### config.mk
export PLATFORM = sky130hd
export DESIGN_NAME = uart_rx_frame_detect_flat
export DESIGN_NICKNAME = d
export VERILOG_FILES = /design/src/rtl/uart_rx_pkg.sv /design/src/rtl/uart_rx_frame_detect_if.sv /design/src/rtl/uart_rx_sync.sv /design/src/rtl/uart_rx_frame_detect.sv /design/src/flat_wrapper.sv
export SDC_FILE = /design/constraint.sdc
export NUM_CORES = 1
export LEC_CHECK = 0
export ABC_AREA = 1
export CAP_MARGIN = 15
export CORE_MARGIN = 1.5
export CORE_UTILIZATION = 50
export DETAILED_ROUTE_END_ITERATION = 8
export GPL_TIMING_DRIVEN = 0
export MAX_ROUTING_LAYER = met4
export PLACE_DENSITY = 0.72
export SYNTH_ARGS = -nofsm -noshare
export SYNTH_HDL_FRONTEND = slang
export SYNTH_SLANG_ARGS = --single-unit
### constraint.sdc
create_clock -name clk -period 1.6 [get_ports clk]
set_input_delay 0.4 -clock clk [delete_from_list [all_inputs] [get_ports clk]]
set_output_delay 0.4 -clock clk [all_outputs]
set_load 0.02 [all_outputs]
### src/rtl/uart_rx_pkg.sv
// Shared types and helpers for the UART receive front end: FSM state
// encoding, counter width derivation and the 2-of-3 majority vote.
package uart_rx_pkg;

  typedef enum logic [1:0] {
    IDLE  = 2'd0,
    START = 2'd1,
    DATA  = 2'd2,
    STOP  = 2'd3
  } rx_state_e;

  // Stop-bit counter only ever needs to reach STOP_BITS-1 (at most 1).
  localparam int unsigned STOP_CNT_W = 2;

  // Width of a counter that must hold values 0..n-1.
  function automatic int unsigned cnt_w(input int unsigned n);
    return (n <= 1) ? 1 : $clog2(n);
  endfunction

  function automatic logic maj3(input logic [2:0] h);
    return (h[0] & h[1]) | (h[0] & h[2]) | (h[1] & h[2]);
  endfunction

endpackage

### src/rtl/uart_rx_frame_detect_if.sv
// Downstream side of the receive front end: per-bit strobes, frame status
// and the abort/ack returned by the character assembler.
interface uart_rx_frame_detect_if
  import uart_rx_pkg::*;
#(
  parameter int DATA_BITS = 8
);
  localparam int unsigned IDX_W = cnt_w(DATA_BITS + 1);

  logic             receive_enable;
  logic             bit_strobe;
  logic             bit_value;
  logic [IDX_W-1:0] bit_index;
  logic             frame_done;
  logic             false_start;
  logic             framing_error;
  logic             break_detect;
  logic             char_received;

  modport master (
    output receive_enable, bit_strobe, bit_value, bit_index,
           frame_done, false_start, framing_error, break_detect,
    input  char_received
  );

  modport slave (
    input  receive_enable, bit_strobe, bit_value, bit_index,
           frame_done, false_start, framing_error, break_detect,
    output char_received
  );

endinterface

### src/rtl/uart_rx_sync.sv
// Line conditioning: metastability synchroniser, tick-gated 3-sample
// history with majority vote, and the idle-to-start falling-edge flag.
module uart_rx_sync
  import uart_rx_pkg::*;
#(
  parameter int SYNC_STAGES = 2
) (
  input  logic clk,
  input  logic reset,
  input  logic sample_tick,
  input  logic data_in,
  output logic line,
  output logic maj,
  output logic fall
);

  logic [SYNC_STAGES-1:0] sync_q;
  logic [2:0]             hist_q;

  always_ff @(posedge clk or negedge reset) begin
    if (!reset) begin
      sync_q <= '1;
      hist_q <= 3'b111;
    end else begin
      sync_q <= {sync_q[SYNC_STAGES-2:0], data_in};
      if (sample_tick) hist_q <= {hist_q[1:0], line};
    end
  end

  assign line = sync_q[SYNC_STAGES-1];
  assign maj  = maj3(hist_q);
  // hist_q[0] is the previous tick's sample, so a held-low line never re-fires.
  assign fall = sample_tick & ~line & hist_q[0];

endmodule

### src/rtl/uart_rx_frame_detect.sv
// UART receive frame sequencer: validates the start bit at mid-bit, strobes
// each data/parity bit at its centre, samples the stop bits and flags errors.
module uart_rx_frame_detect
  import uart_rx_pkg::*;
#(
  parameter int OVERSAMPLE  = 16,
  parameter int DATA_BITS   = 8,
  parameter int PARITY_EN   = 0,
  parameter int STOP_BITS   = 1,
  parameter int SYNC_STAGES = 2
) (
  input  logic clk,
  input  logic reset,
  input  logic sample_tick,
  input  logic data_in,
  uart_rx_frame_detect_if.master rx
);

  localparam int unsigned NBITS = DATA_BITS + PARITY_EN;
  localparam int unsigned OS_W  = cnt_w(OVERSAMPLE);
  localparam int unsigned IDX_W = cnt_w(DATA_BITS + 1);

  localparam logic [OS_W-1:0]       OS_LAST   = OS_W'(OVERSAMPLE - 1);
  localparam logic [OS_W-1:0]       HALF_LAST = OS_W'(OVERSAMPLE / 2 - 1);
  localparam logic [IDX_W-1:0]      BIT_LAST  = IDX_W'(NBITS - 1);
  localparam logic [IDX_W-1:0]      DATA_LIM  = IDX_W'(DATA_BITS);
  localparam logic [STOP_CNT_W-1:0] SB_LAST   = STOP_CNT_W'(STOP_BITS - 1);

  logic line_s, maj, fall;

  uart_rx_sync #(.SYNC_STAGES(SYNC_STAGES)) u_sync (
    .clk         (clk),
    .reset       (reset),
    .sample_tick (sample_tick),
    .data_in     (data_in),
    .line        (line_s),
    .maj         (maj),
    .fall        (fall)
  );

  rx_state_e              state_q, state_d;
  logic [OS_W-1:0]        os_q, os_d;
  logic [IDX_W-1:0]       bit_q, bit_d;
  logic [STOP_CNT_W-1:0]  stop_q, stop_d;
  logic                   zero_q, zero_d;
  logic                   serr_q, serr_d;
  logic                   re_q, re_d, strobe_q, strobe_d, val_q, val_d;
  logic [IDX_W-1:0]       idx_q, idx_d;
  logic                   done_q, done_d, fs_q, fs_d, fe_q, fe_d, brk_q, brk_d;
  logic                   abort;

  assign abort = rx.char_received & (state_q != IDLE);

  always_ff @(posedge clk or negedge reset) begin
    if (!reset) state_q <= IDLE;
    else        state_q <= state_d;
  end

  // Abort outranks any tick event in the same cycle.
  always_comb begin
    state_d = state_q;
    if (abort) begin
      state_d = IDLE;
    end else if (sample_tick) begin
      unique case (state_q)
        IDLE:    if (fall) state_d = START;
        START:   if (os_q == HALF_LAST) state_d = maj ? IDLE : DATA;
        DATA:    if (os_q == OS_LAST && bit_q == BIT_LAST) state_d = STOP;
        STOP:    if (os_q == OS_LAST && stop_q == SB_LAST) state_d = IDLE;
        default: state_d = IDLE;
      endcase
    end
  end

  always_comb begin
    os_d     = os_q;
    bit_d    = bit_q;
    stop_d   = stop_q;
    zero_d   = zero_q;
    serr_d   = serr_q;
    re_d     = re_q;
    strobe_d = 1'b0;
    val_d    = val_q;
    idx_d    = idx_q;
    done_d   = 1'b0;
    fs_d     = 1'b0;
    fe_d     = 1'b0;
    brk_d    = line_s ? 1'b0 : brk_q;
    if (abort) begin
      os_d   = '0;
      bit_d  = '0;
      stop_d = '0;
      re_d   = 1'b0;
    end else if (sample_tick) begin
      unique case (state_q)
        IDLE: if (fall) os_d = '0;
        START: begin
          if (os_q == HALF_LAST) begin
            os_d = '0;
            if (!maj) begin
              bit_d  = '0;
              zero_d = 1'b1;
              re_d   = 1'b1;
            end else begin
              fs_d = 1'b1;
            end
          end else begin
            os_d = os_q + OS_W'(1);
          end
        end
        DATA: begin
          if (os_q == OS_LAST) begin
            os_d     = '0;
            strobe_d = 1'b1;
            val_d    = maj;
            idx_d    = bit_q;
            // Parity position is excluded from the break qualification.
            if (bit_q < DATA_LIM && maj) zero_d = 1'b0;
            if (bit_q == BIT_LAST) begin
              stop_d = '0;
              serr_d = 1'b0;
            end else begin
              bit_d = bit_q + IDX_W'(1);
            end
          end else begin
            os_d = os_q + OS_W'(1);
          end
        end
        STOP: begin
          if (os_q == OS_LAST) begin
            os_d = '0;
            if (!maj) serr_d = 1'b1;
            if (stop_q == SB_LAST) begin
              done_d = 1'b1;
              re_d   = 1'b0;
              fe_d   = serr_q | ~maj;
              if ((serr_q | ~maj) && zero_q) brk_d = 1'b1;
            end else begin
              stop_d = stop_q + STOP_CNT_W'(1);
            end
          end else begin
            os_d = os_q + OS_W'(1);
          end
        end
        default: ;
      endcase
    end
  end

  always_ff @(posedge clk or negedge reset) begin
    if (!reset) begin
      os_q     <= '0;
      bit_q    <= '0;
      stop_q   <= '0;
      zero_q   <= 1'b0;
      serr_q   <= 1'b0;
      re_q     <= 1'b0;
      strobe_q <= 1'b0;
      val_q    <= 1'b0;
      idx_q    <= '0;
      done_q   <= 1'b0;
      fs_q     <= 1'b0;
      fe_q     <= 1'b0;
      brk_q    <= 1'b0;
    end else begin
      os_q     <= os_d;
      bit_q    <= bit_d;
      stop_q   <= stop_d;
      zero_q   <= zero_d;
      serr_q   <= serr_d;
      re_q     <= re_d;
      strobe_q <= strobe_d;
      val_q    <= val_d;
      idx_q    <= idx_d;
      done_q   <= done_d;
      fs_q     <= fs_d;
      fe_q     <= fe_d;
      brk_q    <= brk_d;
    end
  end

  assign rx.receive_enable = re_q;
  assign rx.bit_strobe     = strobe_q;
  assign rx.bit_value      = val_q;
  assign rx.bit_index      = idx_q;
  assign rx.frame_done     = done_q;
  assign rx.false_start    = fs_q;
  assign rx.framing_error  = fe_q;
  assign rx.break_detect   = brk_q;

endmodule

### src/flat_wrapper.sv
// flat-port wrapper written by rule: the top's interface ports become plain ports
module uart_rx_frame_detect_flat import uart_rx_pkg::*;
#(
  parameter int OVERSAMPLE  = 16,
  parameter int DATA_BITS   = 8,
  parameter int PARITY_EN   = 0,
  parameter int STOP_BITS   = 1,
  parameter int SYNC_STAGES = 2
)
  (clk, reset, sample_tick, data_in, rx_receive_enable, rx_bit_strobe, rx_bit_value, rx_bit_index, rx_frame_done, rx_false_start, rx_framing_error, rx_break_detect, rx_char_received);
  uart_rx_frame_detect_if #(.DATA_BITS(DATA_BITS)) rx_i ();
  input  logic clk;
  input  logic reset;
  input  logic sample_tick;
  input  logic data_in;
  output wire logic [$bits(rx_i.receive_enable)-1:0] rx_receive_enable;
  output wire logic [$bits(rx_i.bit_strobe)-1:0] rx_bit_strobe;
  output wire logic [$bits(rx_i.bit_value)-1:0] rx_bit_value;
  output wire logic [$bits(rx_i.bit_index)-1:0] rx_bit_index;
  output wire logic [$bits(rx_i.frame_done)-1:0] rx_frame_done;
  output wire logic [$bits(rx_i.false_start)-1:0] rx_false_start;
  output wire logic [$bits(rx_i.framing_error)-1:0] rx_framing_error;
  output wire logic [$bits(rx_i.break_detect)-1:0] rx_break_detect;
  input wire logic [$bits(rx_i.char_received)-1:0] rx_char_received;
  assign rx_receive_enable = rx_i.receive_enable;
  assign rx_bit_strobe = rx_i.bit_strobe;
  assign rx_bit_value = rx_i.bit_value;
  assign rx_bit_index = rx_i.bit_index;
  assign rx_frame_done = rx_i.frame_done;
  assign rx_false_start = rx_i.false_start;
  assign rx_framing_error = rx_i.framing_error;
  assign rx_break_detect = rx_i.break_detect;
  assign rx_i.char_received = rx_char_received;
  uart_rx_frame_detect #(.OVERSAMPLE(OVERSAMPLE), .DATA_BITS(DATA_BITS), .PARITY_EN(PARITY_EN), .STOP_BITS(STOP_BITS), .SYNC_STAGES(SYNC_STAGES)) u_core (.clk(clk), .reset(reset), .sample_tick(sample_tick), .data_in(data_in), .rx(rx_i));
endmodule
==> results.ini <==
[cts]
clk_path_buf_depth = 2
clockRootBuffer = clkbuf_4
path_clk_slew_ns = 0.09
numCtsBuffers = 5
htree_num_levels = 2
cts_sinks = 30
clk_latency_ns = 0.33
cts_tree = built

[grt]
grt_pass1_wl_um = 5860
grtUsageTotal = 0.223
grt_pass1_vias = 1344
antenna_found_initial = 0
grt_max_degree = 19
grt.overflow.total = 0

[layout]
antenna_cells = 0
area_growth_pct = 24.9
fin_nets = 259
stdcell_count = 292
drive_above_1_share = 0.218
mostFrequentLayoutCells = 73 x nand2_1, 25 x dfrtp_1, 20 x nand3_1
final_common_cell = nand2_1

[power]
peakVddDrop_v = 0.000930
power.density_mw_per_mm2 = 1290
power_mw = 2.70
leakage_nw = 1.07

[timing]
period_minus_slack_ns = 1.50
period_share = 0.939
fin_hold_ws_ns = 0.370
fmax_mhz = 665
setup_viol = 0
rsz0062_at_grt = true
hold_viol = 0
skew_ns = 0.00681
worst_pin_slew_ns = 0.738
slew_violations = 0
setup_slack_ns = 0.0971
slew-limit-headroom = 0.506

[critical_path]
cp-end-kind = register
crit-reg2reg-launch = u_core.state_q[0]$_DFFE_PN0P_
worstPathRequired_ns = 1.82
path_max_fanout = 10
r2r_end = u_core.bit_q[0]$_DFFE_PN0P_
startpoint = u_core.state_q[0]$_DFFE_PN0P_
r2r_slack_ns = 0.1
rr_worst_depth = 10
worstPathArrival_ns = 1.72
worstSetupPathType = reg2reg
startpoint_type = register

[drt]
drt-met1-wl_um = 1630
wl_met3_um = 155
antenna_left = 0
dr_total_vias = 1483
post_drt_wl_per_cell_um = 12.1
drc = 0
via_per_inst = 5.08
wl_met2_um = 1670
top_layer = met4
drt-initial-drc-count = 70
first_pass_iters = 4
wirelength_um = 3530

[synthesis]
ys_seq_area_frac = 0.452
yosysWarnings = 0
ys_ff_latch = 30
synth_cell_type_count = 25
synthCells = 221
synth_nets = 233
avgSynthCellArea_um2 = 7.58
syn_area_mm2 = 0.00168

[placement]
dp_slack_ns = -0.304
hpwl_um = 2590
port_buffers = 15
dp.cells = 281
gp_congestion = 0.882

[job]
max_cap_viol_count = 0

[die]
core-area_mm2 = 0.00313
die_h_um = 60.9
ios = 16
die_x_um = 60.9
initial_core_util = 0.536
row_count = 20
dieArea_mm2 = 0.00371

[hold_path]
min_path_type = reg2reg
min_path_cells = 0
min_from = u_core.u_sync.sync_q[0]$_DFF_PN1_
holdPathEnd = u_core.u_sync.sync_q[1]$_DFF_PN1_

[status]
status = finished clean

==> power by group <==
part           leakage [nW]  internal, mW  switching, mW  total, mW
registers             0.394         0.876         0.0946      0.970
clock network        0.0353         0.213          0.262      0.475
logic                 0.642         0.480          0.777       1.26
total                  1.07          1.57           1.13       2.70
==> cells in the mapped netlist <==
library cell,count,area share
nand2_1,75,0.17
dfrtp_1,25,0.37
nand3_1,22,0.066
inv_1,20,0.045
nor2_1,16,0.036
o21ai_0,14,0.042
ha_1,7,0.052
inv_2,6,0.013
dfstp_2,5,0.078
a21oi_1,4,0.012
nand2_2,4,0.015
o21ai_1,4,0.012
nor2_2,3,0.011
buf_2,2,0.0060
nand2_4,2,0.013
nand3_2,2,0.012
nor3_1,2,0.0060
and2_1,1,0.0037
nand3b_1,1,0.0045
nand4_1,1,0.0037
nor2_4,1,0.0067
nor3_2,1,0.0060
or2_2,1,0.0037
xnor2_1,1,0.0052
xor2_1,1,0.0052
==> how the worst max path moves through the flow <==
stage,slack [ns],depth (start not counted),endpoint
after CTS,0.009,10,u_core.state_q[1]$_DFFE_PN0P_
after global placement,-0.36,1,u_core.stop_q[1]$_DFFE_PN0P_
final,0.1,10,u_core.bit_q[0]$_DFFE_PN0P_
after detailed placement,-0.30,10,u_core.state_q[1]$_DFFE_PN0P_
after global routing,-0.02,10,u_core.state_q[1]$_DFFE_PN0P_
after floorplan,0.12,10,u_core.bit_q[2]$_DFFE_PN0P_
==> repair_timing <==
| action | CTS | global route |
|---|---|---|
| gates resized for setup | 13 | 31 |
| buffers inserted | 2 | 1 |
| hold buffers | 0 | 0 |
| setup endpoints to repair | 31 | 22 |
| pin swaps | 1 | 4 |
==> critical path, cell delays in order (launching register included) <==
cell and delay (ns):
dfrtp_1 0.41, inv_2 0.10, ha_4 0.18, inv_4 0.05, nand2_8 0.11, nand2_1 0.08, nor2_2 0.13, nor2_2 0.07
buf_4 0.14, nand3_1 0.06, nand2_1 0.06
==> layer usage <==
| metal | track usage | vias up |
|---|---|---|
| met5 | - | - |
| met4 | 0.0776 | 0 |
| met3 | 0.0512 | 8 |
| met2 | 0.353 | 39 |
| met1 | 0.282 | 682 |
| li1 | - | 754 |
==> registers in the layout (all words and copies together), names as in the netlist, 2 cells and up <==
signal and flops:
u_core.state_q 2, u_core.bit_q 4, u_core.rx.bit_index 4, u_core.u_sync.hist_q 3
u_core.os_q 4, u_core.stop_q 2, u_core.u_sync.sync_q 2
==> final cells by class <==
cell class / instances / area (um^2)
plain buffers: 2 / 16.3
flip-flops and latches: 30 / 757
multi-input cells: 163 / 916
fillers: 267 / 1030
clock inverters: 1 / 5.00
repair buffers: 19 / 189
well taps: 44 / 55.1
inverters: 26 / 100
clock buffers: 7 / 55.1
==> logic make-up (layout without fill, tap and decap cells) <==
logic type / count (synthesis) / after routing / share of synthesized area
buffers and inverters: 28 / 55 / 0.0642
AND/OR/NAND/NOR: 132 / 132 / 0.356
XOR/XNOR: 2 / 2 / 0.0105
AO/OA/AOI/OAI: 22 / 22 / 0.0657
flip-flops: 30 / 30 / 0.452
adder cells (fa/ha/maj): 7 / 7 / 0.0523
==> per-stage QoR <==
stage | TNS (ns) | util | instance area, um^2
finish | 0 | 0.669 | 2090
global route | -0.0206 | 0.669 | 2090
CTS | 0 | 0.631 | 1970
detailed placement | -3.84 | 0.610 | 1910
global placement | -13.18 | 0.601 | 1880
floorplan | 0 | - | 1680
Note: power is estimated with default switching activity, not from simulation.
